**config.mk**
```make
export PLATFORM = sky130hd
export DESIGN_NAME = infix2postfix
export DESIGN_NICKNAME = d
export VERILOG_FILES = /design/src/rtl/infix_pkg.sv /design/src/rtl/infix2postfix_stack.sv /design/src/rtl/infix2postfix.sv
export SDC_FILE = /design/constraint.sdc
export NUM_CORES = 1
export LEC_CHECK = 0
export BUFFER_PORTS_ARGS = -buffer_cell sky130_fd_sc_hd__buf_2
export CORE_ASPECT_RATIO = 0.8
export CORE_MARGIN = 5
export CORE_UTILIZATION = 59
export CTS_CLUSTER_DIAMETER = 100
export CTS_CLUSTER_SIZE = 10
export DETAILED_ROUTE_END_ITERATION = 8
export GPL_ROUTABILITY_DRIVEN = 0
export PLACE_DENSITY = 0.81
export SLEW_MARGIN = 15
export SYNTH_ARGS = -nofsm -noshare
export SYNTH_HDL_FRONTEND = slang
export SYNTH_SLANG_ARGS = --single-unit
```
**constraint.sdc**
```tcl
create_clock -name CLK -period 9.1 [get_ports CLK]
set_input_delay 0 -clock CLK [delete_from_list [all_inputs] [get_ports CLK]]
set_output_delay 0 -clock CLK [all_outputs]
set_load 0.02 [all_outputs]
```
**src/rtl/infix_pkg.sv**
```systemverilog
// Shared token codes, token/state types and operator precedence
// for the infix-to-postfix converter.
package infix_pkg;

  localparam logic [3:0] OP_ADD  = 4'b0001;
  localparam logic [3:0] OP_SUB  = 4'b0010;
  localparam logic [3:0] OP_MUL  = 4'b0100;
  localparam logic [3:0] OP_LPAR = 4'b1000;
  localparam logic [3:0] OP_RPAR = 4'b1001;

  typedef struct packed {
    logic       mode;
    logic [3:0] val;
  } tok_t;

  typedef enum logic [1:0] {
    IDLE,
    CONV,
    FLUSH,
    EMIT
  } state_t;

  // Parens rank 0 so they never get popped by an operator.
  function automatic logic [1:0] prec(input logic [3:0] c);
    case (c)
      OP_MUL:         return 2'd2;
      OP_ADD, OP_SUB: return 2'd1;
      default:        return 2'd0;
    endcase
  endfunction

  function automatic logic is_code(input logic [3:0] c);
    return c inside {OP_ADD, OP_SUB, OP_MUL, OP_LPAR, OP_RPAR};
  endfunction

endpackage

```
**src/rtl/infix2postfix_stack.sv**
```systemverilog
// op_stack: small LIFO of operator codes with synchronous reset.
// Pushes onto a full stack and pops from an empty one are ignored.
module op_stack #(
  parameter int W     = 4,
  parameter int DEPTH = 16
) (
  input  logic         clk_i,
  input  logic         rst_i,
  input  logic         push_i,
  input  logic         pop_i,
  input  logic [W-1:0] din_i,
  output logic [W-1:0] top_o,
  output logic         empty_o,
  output logic         full_o
);

  localparam int AW = $clog2(DEPTH);
  localparam logic [AW:0]   FULL = (AW+1)'(DEPTH);
  localparam logic [AW:0]   SONE = (AW+1)'(1);
  localparam logic [AW-1:0] IONE = AW'(1);

  logic [W-1:0]  mem_q [DEPTH];
  logic [AW:0]   sp_q;
  logic [AW-1:0] tidx;

  assign tidx    = sp_q[AW-1:0] - IONE;
  assign top_o   = mem_q[tidx];
  assign empty_o = (sp_q == '0);
  assign full_o  = (sp_q == FULL);

  always_ff @(posedge clk_i) begin
    if (push_i && !full_o)
      mem_q[sp_q[AW-1:0]] <= din_i;
  end

  always_ff @(posedge clk_i) begin
    if (rst_i)
      sp_q <= '0;
    else if (push_i && !full_o)
      sp_q <= sp_q + SONE;
    else if (pop_i && !empty_o)
      sp_q <= sp_q - SONE;
  end

endmodule

```
**src/rtl/infix2postfix.sv**
```systemverilog
// Shunting-yard infix-to-postfix converter: load, convert, emit burst.
// Define INFIX_ERR_CHECK_EN to flag malformed input on ERR.
module infix2postfix
  import infix_pkg::*;
#(
  parameter int DEPTH       = 32,
  parameter int STACK_DEPTH = 16
) (
  input  logic       CLK,
  input  logic       RESET,
  input  logic       IN_VALID,
  input  logic       OP_MODE,
  input  logic [3:0] IN,
  output logic       OUT_VALID,
  output logic       OUT_MODE,
  output logic [3:0] OUT,
  output logic       BUSY,
  output logic       ERR
);

  localparam int AW = $clog2(DEPTH);
  localparam int CW = $clog2(DEPTH + 1);
  localparam logic [CW-1:0] ONE  = CW'(1);
  localparam logic [CW-1:0] MAXC = CW'(DEPTH);

  tok_t          tok_q [DEPTH];
  tok_t          pf_q  [DEPTH];
  logic [CW-1:0] cnt_q, rp_q, plen_q, ep_q;
  state_t        state_q;
  logic          skip_q, ov_q, om_q;
  logic [3:0]    o_q;

  tok_t       cur, pf_tok, in_tok;
  logic       load, push_req, st_push, st_pop;
  logic       emit_pf, adv, st_empty, st_full;
  logic [3:0] st_top;

`ifdef INFIX_ERR_CHECK_EN
  logic       flag_q, err_q, err_ev;
  logic [1:0] last_q, cls;
`endif

  assign in_tok = {OP_MODE, IN};
  assign load   = (state_q == IDLE) && IN_VALID && !skip_q
               && (!OP_MODE || is_code(IN));
  assign cur     = tok_q[rp_q[AW-1:0]];
  assign st_push = push_req && !st_full;

  always_comb begin
    push_req = 1'b0;
    st_pop   = 1'b0;
    emit_pf  = 1'b0;
    adv      = 1'b0;
    pf_tok   = cur;
    if (state_q == CONV) begin
      unique case (1'b1)
        !cur.mode: begin
          emit_pf = 1'b1;
          adv     = 1'b1;
        end
        cur.mode && cur.val == OP_LPAR: begin
          push_req = 1'b1;
          adv      = 1'b1;
        end
        cur.mode && cur.val == OP_RPAR: begin
          adv     = st_empty || st_top == OP_LPAR;
          st_pop  = !st_empty;
          emit_pf = !st_empty && st_top != OP_LPAR;
          pf_tok  = {1'b1, st_top};
        end
        default: begin
          if (!st_empty && prec(st_top) != 2'd0
              && prec(st_top) >= prec(cur.val)) begin
            st_pop  = 1'b1;
            emit_pf = 1'b1;
            pf_tok  = {1'b1, st_top};
          end else begin
            push_req = 1'b1;
            adv      = 1'b1;
          end
        end
      endcase
    end else if (state_q == FLUSH && !st_empty) begin
      st_pop  = 1'b1;
      emit_pf = st_top != OP_LPAR;
      pf_tok  = {1'b1, st_top};
    end
  end

  op_stack #(
    .W    (4),
    .DEPTH(STACK_DEPTH)
  ) u_stack (
    .clk_i  (CLK),
    .rst_i  (RESET),
    .push_i (st_push),
    .pop_i  (st_pop),
    .din_i  (cur.val),
    .top_o  (st_top),
    .empty_o(st_empty),
    .full_o (st_full)
  );

  always_ff @(posedge CLK) begin
    if (load && cnt_q < MAXC)
      tok_q[cnt_q[AW-1:0]] <= in_tok;
    if (emit_pf)
      pf_q[plen_q[AW-1:0]] <= pf_tok;
  end

  always_ff @(posedge CLK) begin
    if (RESET) begin
      state_q <= IDLE;
      cnt_q   <= '0;
      rp_q    <= '0;
      plen_q  <= '0;
      ep_q    <= '0;
      skip_q  <= 1'b0;
      ov_q    <= 1'b0;
      om_q    <= 1'b0;
      o_q     <= '0;
`ifdef INFIX_ERR_CHECK_EN
      err_q   <= 1'b0;
`endif
    end else begin
`ifdef INFIX_ERR_CHECK_EN
      err_q  <= 1'b0;
`endif
      // A burst that starts while busy stays ignored to its end.
      skip_q <= IN_VALID && (skip_q || state_q != IDLE);
      unique case (state_q)
        IDLE: begin
          if (load && cnt_q < MAXC) begin
            cnt_q <= cnt_q + ONE;
          end else if (!IN_VALID && cnt_q != '0) begin
            state_q <= CONV;
            rp_q    <= '0;
            plen_q  <= '0;
          end
        end
        CONV: begin
          if (emit_pf)
            plen_q <= plen_q + ONE;
          if (adv) begin
            rp_q <= rp_q + ONE;
            if (rp_q + ONE == cnt_q)
              state_q <= FLUSH;
          end
        end
        FLUSH: begin
          if (emit_pf)
            plen_q <= plen_q + ONE;
          if (st_empty) begin
`ifdef INFIX_ERR_CHECK_EN
            if (flag_q) begin
              err_q   <= 1'b1;
              state_q <= IDLE;
              cnt_q   <= '0;
              rp_q    <= '0;
              plen_q  <= '0;
            end else
`endif
            if (plen_q == '0) begin
              state_q <= IDLE;
              cnt_q   <= '0;
              rp_q    <= '0;
            end else begin
              state_q      <= EMIT;
              ov_q         <= 1'b1;
              {om_q, o_q}  <= pf_q[0];
              ep_q         <= ONE;
            end
          end
        end
        EMIT: begin
          if (ep_q == plen_q) begin
            state_q <= IDLE;
            ov_q    <= 1'b0;
            om_q    <= 1'b0;
            o_q     <= '0;
            cnt_q   <= '0;
            rp_q    <= '0;
            plen_q  <= '0;
            ep_q    <= '0;
          end else begin
            {om_q, o_q} <= pf_q[ep_q[AW-1:0]];
            ep_q        <= ep_q + ONE;
          end
        end
      endcase
    end
  end

`ifdef INFIX_ERR_CHECK_EN
  // Token class: 1 operand, 2 binary operator, 3 paren.
  always_comb begin
    cls = !OP_MODE ? 2'd1
        : (IN == OP_LPAR || IN == OP_RPAR) ? 2'd3 : 2'd2;
    err_ev = (push_req && st_full)
          || (state_q == CONV && cur.mode
              && cur.val == OP_RPAR && st_empty)
          || (state_q == FLUSH && !st_empty
              && st_top == OP_LPAR)
          || (load && (cnt_q == MAXC
              || (cnt_q != '0 && cls == last_q
                  && cls != 2'd3)));
  end

  always_ff @(posedge CLK) begin
    if (RESET) begin
      flag_q <= 1'b0;
      last_q <= 2'd0;
    end else begin
      if (state_q == FLUSH && st_empty)
        flag_q <= 1'b0;
      else if (err_ev)
        flag_q <= 1'b1;
      if (load)
        last_q <= cls;
    end
  end

  assign ERR = err_q;
`else
  assign ERR = 1'b0;
`endif

  assign OUT_VALID = ov_q;
  assign OUT_MODE  = om_q;
  assign OUT       = o_q;
  assign BUSY      = (state_q != IDLE);

endmodule

```
# Yosys cells after proc, flatten, opt, wreduce, memory -nomap -nowiden
# Memory sizes are Yosys's and may differ from the RTL's. A register that Yosys moved wholly into a read port is not among the register bits.
# Cells that the tools add are included.
[totals]
register_bits = 38
latch_bits = 0
ram_bits = 384
rom_bits = 0
out_inout_bits = 8
mem_count = 3
[memory_table]
columns = ["memory", "depth", "word_bits", "rd", "rd_clocked_by_memory_dff", "wr", "line", "text"]
rows = [
  ["pf_q", 32, 5, 2, 1, 1, "infix2postfix.sv:27", "tok_t pf_q [DEPTH];"],
  ["tok_q", 32, 5, 1, 1, 1, "infix2postfix.sv:26", "tok_t tok_q [DEPTH];"],
  ["u_stack.mem_q", 16, 4, 1, 0, 1, "infix2postfix_stack.sv:22", "logic [W-1:0] mem_q [DEPTH];"],
]
[op_classes]
addsub = 7
n_mul = 0
div_mod_pow = 0
n_lt_le_gt_ge = 2
n_eq_ne = 31
shift = 0
muxes = 69
bitwise_logic = 0
reduce_logical = 46
[op_table]
columns = ["operator", "n"]
rows = [
  ["$mux 6", 11],
  ["$mux 5", 9],
  ["$pmux 6 s3", 2],
  ["$add 6x1->6 const B", 4],
  ["$pmux 6 s4", 1],
  ["$mux 2", 11],
  ["$eq 4x4->1 const B", 5],
  ["$mux 1", 20],
  ["$logic_and 1x1->1", 15],
  ["$eq 4x1->1 const B", 3],
  ["$eq 4x2->1 const B", 3],
  ["$eq 4x3->1 const B", 3],
  ["$eq 6x6->1", 2],
  ["$mux 4", 3],
  ["$pmux 6 s2", 1],
  ["$reduce_and 6->1", 2],
  ["$ne 2x1->1 const B", 5],
  ["$ne 2x2->1 const B", 5],
  ["$pmux 1 s2", 5],
  ["$pmux 5 s2", 1],
  ["$reduce_or 2->1", 5],
  ["$pmux 2 s2", 2],
  ["$pmux 2 s4", 1],
  ["$pmux 4 s2", 1],
  ["23 further kinds", 35],
]

# Longest topological paths before layout
# An unclocked memory read counts as a cell.
[depth]
word_depth = 17
ltp_mapped = 26

# Cells and area by module
# From an unflattened synthesis, not the netlist that was laid out.
[unflattened]
cells_unflattened = 1048
hier_area_um2 = 18012.3
[by_module_without_submodules]
columns = ["module", "n_inst", "cells_each", "area_each_um2", "seq_area_each_um2"]
rows = [
  ["infix2postfix", 1, 833, 14948.1, 10470.0],
  ["op_stack", 1, 215, 3064.2, 2021.9],
]

# Worst setup path before layout
# OpenSTA, ideal clock, no wires.
[synth_path]
path_type = "register -> register"
start = "reg u_stack.sp_q[0]"
end = "mem pf_q[0][2] in the netlist's numbering (data pin)"
arrival_ns = 4.795
path_slack_ns = 3.920
path_stages_with_launch = 21
synth_period_minus_slack_ns = 5.180
cell_sequence = "dfxtp_1 > buf_4 > buf_4 > inv_1 > ha_1 > clkbuf_1 > mux4_2 > nand2_1 > a21oi_1 > a41oi_1 > xnor2_1 > nand3_1 > ha_1 > nand2b_1 > a21oi_1 > nor2_1 > o211ai_1 > a211o_1 > a21oi_1 > nor2_1 > mux2i_1"
[synth_lines]
columns = ["item", "line", "text"]
rows = [
  ["start, declared", "infix2postfix_stack.sv:23", "logic [AW:0] sp_q;"],
  ["start signal, assigned", "infix2postfix_stack.sv:40", "sp_q <= sp_q + SONE;"],
  ["start signal, assigned", "infix2postfix_stack.sv:42", "sp_q <= sp_q - SONE;"],
  ["end, declared", "infix2postfix.sv:27", ""],
]

==> impl_results.html <==
<table>
<tr><th>Metric</th><th>Value</th></tr>
<tr><th colspan="2">Power and ir drop</th></tr>
<tr><td>Lkg Pwr</td><td>between 6 and 7 nW</td></tr>
<tr><td>Internal Pwr Total</td><td>0.003631 W</td></tr>
<tr><td>Proportion of power drawn by combinational gates</td><td>a little under a fifth</td></tr>
<tr><td>Part of the total power dissipated in sequential elements</td><td>a little under half</td></tr>
<tr><td>Switching share of power</td><td>27.75%</td></tr>
<tr><td>Switching component of the power</td><td>roughly 0.0014 W</td></tr>
<tr><td>Worst-case vdd ir drop</td><td>0.1626 mV</td></tr>
<tr><td>Power Density</td><td>249.8 nW/um2</td></tr>
<tr><td>Clock share of power</td><td>a little over a third</td></tr>
<tr><th colspan="2">Timing</th></tr>
<tr><td>Worst slew margin</td><td>40.21%</td></tr>
<tr><td>Slew at the pin closest to its max-slew limit</td><td>890.1 ps</td></tr>
<tr><td>Smallest hold slack</td><td>20.23 ps</td></tr>
<tr><td>Worst clock skew on the final layout</td><td>25.68 ps</td></tr>
<tr><td>Count of final hold-check violations</td><td>0</td></tr>
<tr><td>Minimum clock period after layout</td><td>6293 ps</td></tr>
<tr><td>Setup repair after global routing missed its margin</td><td>no</td></tr>
<tr><td>Share of the clock period used by the worst path after layout</td><td>between 60% and 70%</td></tr>
<tr><td>Setup violation total in the final timing report</td><td>0</td></tr>
<tr><td>Final-report max-slew violation count</td><td>0</td></tr>
<tr><td>Post-route setup slack</td><td>around 2800 ps</td></tr>
<tr><td>Maximum clock rate</td><td>158.9 MHz</td></tr>
<tr><td>Aggregate negative setup slack</td><td>0 ps</td></tr>
<tr><th colspan="2">Final layout</th></tr>
<tr><td>Fraction of layout instances using a drive strength above 1</td><td>17.12%</td></tr>
<tr><td>Layout Area Growth over Synthesis</td><td>10.78%</td></tr>
<tr><td>Fin area</td><td>20120 um2</td></tr>
<tr><td>Number of fillers in the final layout</td><td>1980</td></tr>
<tr><td>Fin nets</td><td>1161</td></tr>
<tr><td>Number of antenna repair diodes</td><td>0</td></tr>
<tr><th colspan="2">Yosys</th></tr>
<tr><td>Distinct cells, synth</td><td>67</td></tr>
<tr><td>Synthesized-area fraction occupied by ao, oa, aoi and oai cells</td><td>3.500%</td></tr>
<tr><td>Synthesized area</td><td>18160 um2</td></tr>
<tr><td>Top FF cell, synth</td><td>edfxtp_1</td></tr>
<tr><td>Synthesized area per cell</td><td>16.62 um2</td></tr>
<tr><td>Number of flip-flops and latches in the synthesized netlist</td><td>432</td></tr>
<tr><td>Simple-gate portion of the synthesized area</td><td>7.523%</td></tr>
<tr><td>Cell types with the largest area share after synthesis</td><td>edfxtp_1 (63%), mux4_2 (12%), dfxtp_1 (5.3%), nor2_1 (2.4%), mux2i_1 (2.3%)</td></tr>
<tr><td>Share of synthesized area occupied by flip-flops and latches</td><td>between 60% and 70%</td></tr>
<tr><td>Number of nets produced by synthesis</td><td>1127</td></tr>
<tr><td>Largest family of logic cells by synthesized area</td><td>multiplexers</td></tr>
<tr><td>Async SR Flop Fraction</td><td>0%</td></tr>
<tr><td>Number of cells produced by synthesis</td><td>1093</td></tr>
<tr><td>Yosys Warn Count</td><td>0</td></tr>
<tr><td>Cell accounting for the most synthesized area</td><td>edfxtp_1</td></tr>
<tr><td>Yosys top cell area share</td><td>63.49%</td></tr>
<tr><td>Portion of netlist area occupied by mux cells</td><td>14.61%</td></tr>
<tr><td>Post-synthesis adder-cell area fraction</td><td>1.832%</td></tr>
<tr><td>EDFF count, synth</td><td>384</td></tr>
<tr><td>Post-Synth XOR/XNOR Area</td><td>under 10%</td></tr>
<tr><th colspan="2">Placed design</th></tr>
<tr><td>Total of buffers placed on input and output ports</td><td>14</td></tr>
<tr><td>Post-detail-place hpwl</td><td>23720 um</td></tr>
<tr><td>Place WS</td><td>2911 ps</td></tr>
<tr><td>Cell Area, Placed</td><td>roughly 19000 um2</td></tr>
<tr><th colspan="2">Floorplan</th></tr>
<tr><td>Chip width</td><td>206.2 um</td></tr>
<tr><td>Boundary Pins</td><td>16</td></tr>
<tr><td>Die outline area</td><td>34410 um2</td></tr>
<tr><td>Die H</td><td>166.9 um</td></tr>
<tr><td>Placement Rows</td><td>between 50 and 60</td></tr>
<tr><td>Effective utilization at floorplan</td><td>59.78%</td></tr>
<tr><td>Std-Cell Core Area</td><td>30380 um2</td></tr>
<tr><th colspan="2">Setup path</th></tr>
<tr><td>Worst setup SP type</td><td>flop</td></tr>
<tr><td>Cell Chain, Critical Path</td><td>buf_4, mux4_2, mux4_2, mux2i_4, inv_1, or4_1, ha_1, a21oi_1, nor2_1, o211ai_1, a211o_1, and3_1, inv_1, fa_1, a21o_1, a21oi_1, nor2_1, mux2i_1, nand4b_1</td></tr>
<tr><td>Critical Path Slowest Stage Cell</td><td>mux4_2</td></tr>
<tr><td>Crit path buffers/inverters</td><td>3</td></tr>
<tr><td>Critical Setup Path Class</td><td>flop to flop</td></tr>
<tr><td>Maximum fanout along the worst path</td><td>37</td></tr>
<tr><td>Kind of capture point of the worst setup path</td><td>flop</td></tr>
<tr><td>Required @ worst endpoint</td><td>9540 ps</td></tr>
<tr><td>Worst path arrival time</td><td>6730 ps</td></tr>
<tr><td>Crit-path leading delay family</td><td>multiplexers</td></tr>
<tr><td>Delay of the slowest cell on the worst path</td><td>600 ps</td></tr>
<tr><th colspan="2">Drt</th></tr>
<tr><td>DR vias</td><td>between 10000 and 15000</td></tr>
<tr><td>Routed via count divided by cell count</td><td>6.380</td></tr>
<tr><td>Length of the first detailed-routing pass in iterations</td><td>6</td></tr>
<tr><td>Wire per inst</td><td>24.43 um</td></tr>
<tr><td>Post-detailed-route count of antenna-violating nets</td><td>0</td></tr>
<tr><td>Residual DRC</td><td>0</td></tr>
<tr><td>Violation count after the first detailed-route iteration</td><td>1281</td></tr>
<tr><td>Total length of routed wires</td><td>38630 um</td></tr>
<tr><th colspan="2">Clock tree</th></tr>
<tr><td>Post-CTS Setup Repair Bufs</td><td>0</td></tr>
<tr><td>Post-cts repair resize count</td><td>0</td></tr>
<tr><td>CTS H-tree depth</td><td>2</td></tr>
<tr><td>Sink Count</td><td>432</td></tr>
<tr><td>Clk_lat worst skew</td><td>between 500 and 600 ps</td></tr>
<tr><td>Clock-pin transition on the worst setup and hold timing paths</td><td>about 60 ps</td></tr>
<tr><td>Post-CTS Hold Buffers</td><td>7</td></tr>
<tr><td>Maximum count of clock buffers along a single path</td><td>3</td></tr>
<tr><td>CTS tree</td><td>built</td></tr>
<tr><td>CTS Buf Count</td><td>49</td></tr>
<tr><td>Root buffer cell</td><td>clkbuf_16</td></tr>
<tr><th colspan="2">Run status</th></tr>
<tr><td>Result of the run</td><td>finished, final reports clean</td></tr>
<tr><th colspan="2">Global routing</th></tr>
<tr><td>Vias in the first global route</td><td>between 10000 and 15000</td></tr>
<tr><td>GRT Overall Usage</td><td>22.95%</td></tr>
<tr><td>Global-route wire length before repair</td><td>60200 um</td></tr>
<tr><td>Number of antenna violations at the first check in global routing</td><td>0</td></tr>
<tr><td>Pin count of the biggest net entering global routing</td><td>43</td></tr>
<tr><td>Sum of overflow across all layers after global routing</td><td>0</td></tr>
<tr><th colspan="2">Worst hold path</th></tr>
<tr><td>Hold WC Path Type</td><td>input pin to flop</td></tr>
<tr><th colspan="2">Job</th></tr>
<tr><td>Maxcap violations</td><td>0</td></tr>
</table>
-- cells by family after synthesis --
family | Yosys count
xor+xnor | 36
flops | 432
compound gates | 91
buf+inv | 72
fa+ha+maj | 26
other cells | 1
mux | 145
simple gates | 290
-- final cells by class --
| class | count | area, um2 | share of cell area, % |
|---|---|---|---|
| Inverter | 24 | 90.09 | 0.4477 |
| Clock buffer | 88 | 1373 | 6.822 |
| Tap cell | 413 | 516.7 | 2.568 |
| Sequential cell | 432 | 12500 | 62.10 |
| Clock inverter | 4 | 77.57 | 0.3855 |
| Multi-Input combinational cell | 589 | 5353 | 26.60 |
| Timing Repair Buffer | 31 | 215.2 | 1.070 |
-- power by group through the flow --
stage | logic [W] | registers (W) | clock network [W]
final | 0.000923 | 0.00233 | 0.00177
after global routing | 0.00100 | 0.00233 | 0.00191
after CTS | 0.000916 | 0.00233 | 0.00180
after detailed placement | 0.000907 | 0.00237 | 0
after global placement | 0.000877 | 0.00237 | 0
after floorplan | 0.000653 | 0.00236 | 0
-- synthesized netlist by cell type (6+ instances only) --
cell type,instances
a211oi_1,8
a21oi_1,17
a221oi_1,8
a22oi_1,8
a31oi_1,9
and3_1,16
buf_1,6
buf_2,7
buf_4,7
clkbuf_1,23
dfxtp_1,48
edfxtp_1,384
ha_1,25
inv_1,23
mux2_2,7
mux2i_1,42
mux4_2,94
nand2_1,67
nand3_1,27
nand4_1,7
nor2_1,114
nor2b_1,6
nor3_1,8
nor3b_1,8
o21ai_0,11
xnor2_1,16
xor2_1,18
-- per-layer routing --
metal	part of all wire [%]	vias up	GRT usage [%]	routed length (um)
met4	2.0	0	5.552	777
met3	8.8	68	5.132	3384
met5	0	-	0	0
li1	-	4365	-	-
met1	42	5154	34.50	16150
met2	47	499	34.96	18320
-- placed cells by master (no fill, tap or decap), types with 3 or more instances in the layout --
| cell type | n |
|---|---|
| a211oi_1 | 8 |
| a21oi_1 | 17 |
| a221oi_1 | 8 |
| a22oi_1 | 8 |
| a31o_2 | 5 |
| a31oi_1 | 9 |
| and2_1 | 5 |
| and3_1 | 16 |
| buf_2 | 14 |
| buf_4 | 10 |
| clkbuf_1 | 39 |
| clkbuf_16 | 49 |
| dfxtp_1 | 45 |
| dfxtp_2 | 3 |
| dlygate4sd3_1 | 7 |
| edfxtp_1 | 384 |
| ha_1 | 25 |
| inv_1 | 23 |
| mux2_2 | 7 |
| mux2i_1 | 38 |
| mux2i_2 | 4 |
| mux4_2 | 94 |
| nand2_1 | 67 |
| nand2b_1 | 4 |
| nand3_1 | 27 |
| nand3b_1 | 4 |
| nand4_1 | 7 |
| nor2_1 | 114 |
| nor2b_1 | 6 |
| nor3_1 | 8 |
| nor3b_1 | 8 |
| nor4_1 | 4 |
| o211ai_1 | 4 |
| o21ai_0 | 10 |
| o31ai_1 | 3 |
| or3_1 | 5 |
| or4_1 | 5 |
| xnor2_1 | 16 |
| xor2_1 | 18 |
-- sequential cells by signal, indices dropped and copies added, names as in the netlist, named ones only --
signal / flops
pf_q: 160
tok_q: 160
u_stack.mem_q: 64
cnt_q: 6
ep_q: 6
plen_q: 6
rp_q: 6
u_stack.sp_q: 5
OUT: 4
state_q: 2
OUT_MODE: 1
OUT_VALID: 1
skip_q: 1
-- path summary, 6_finish.rpt --
path                        startpoint                           end  cells past startpoint  slack [ps]
hold reg to reg   rp_q[5]$_SDFFE_PP0P_          rp_q[5]$_SDFFE_PP0P_                      2         500
setup / recovery                  flop  u_stack.sp_q[4]$_SDFFE_PP0P_                     19        2810
hold / removal                   IN[2]        tok_q[30][2]$_DFFE_PP_                      1          20
setup reg to reg                  flop  u_stack.sp_q[4]$_SDFFE_PP0P_                     19        2810
-- through the flow --
step | instances | util, % | power [W]
after detailed placement | 1482 | 61.21 | 0.003276
after CTS | 1581 | 66.21 | 0.005044
after global routing | 1581 | 66.23 | 0.005245
after global placement | 1482 | 61.21 | 0.003244
final | 1581 | 66.23 | 0.005025
after floorplan | 1093 | - | 0.003009
Note: power is estimated with default switching activity, not from simulation.
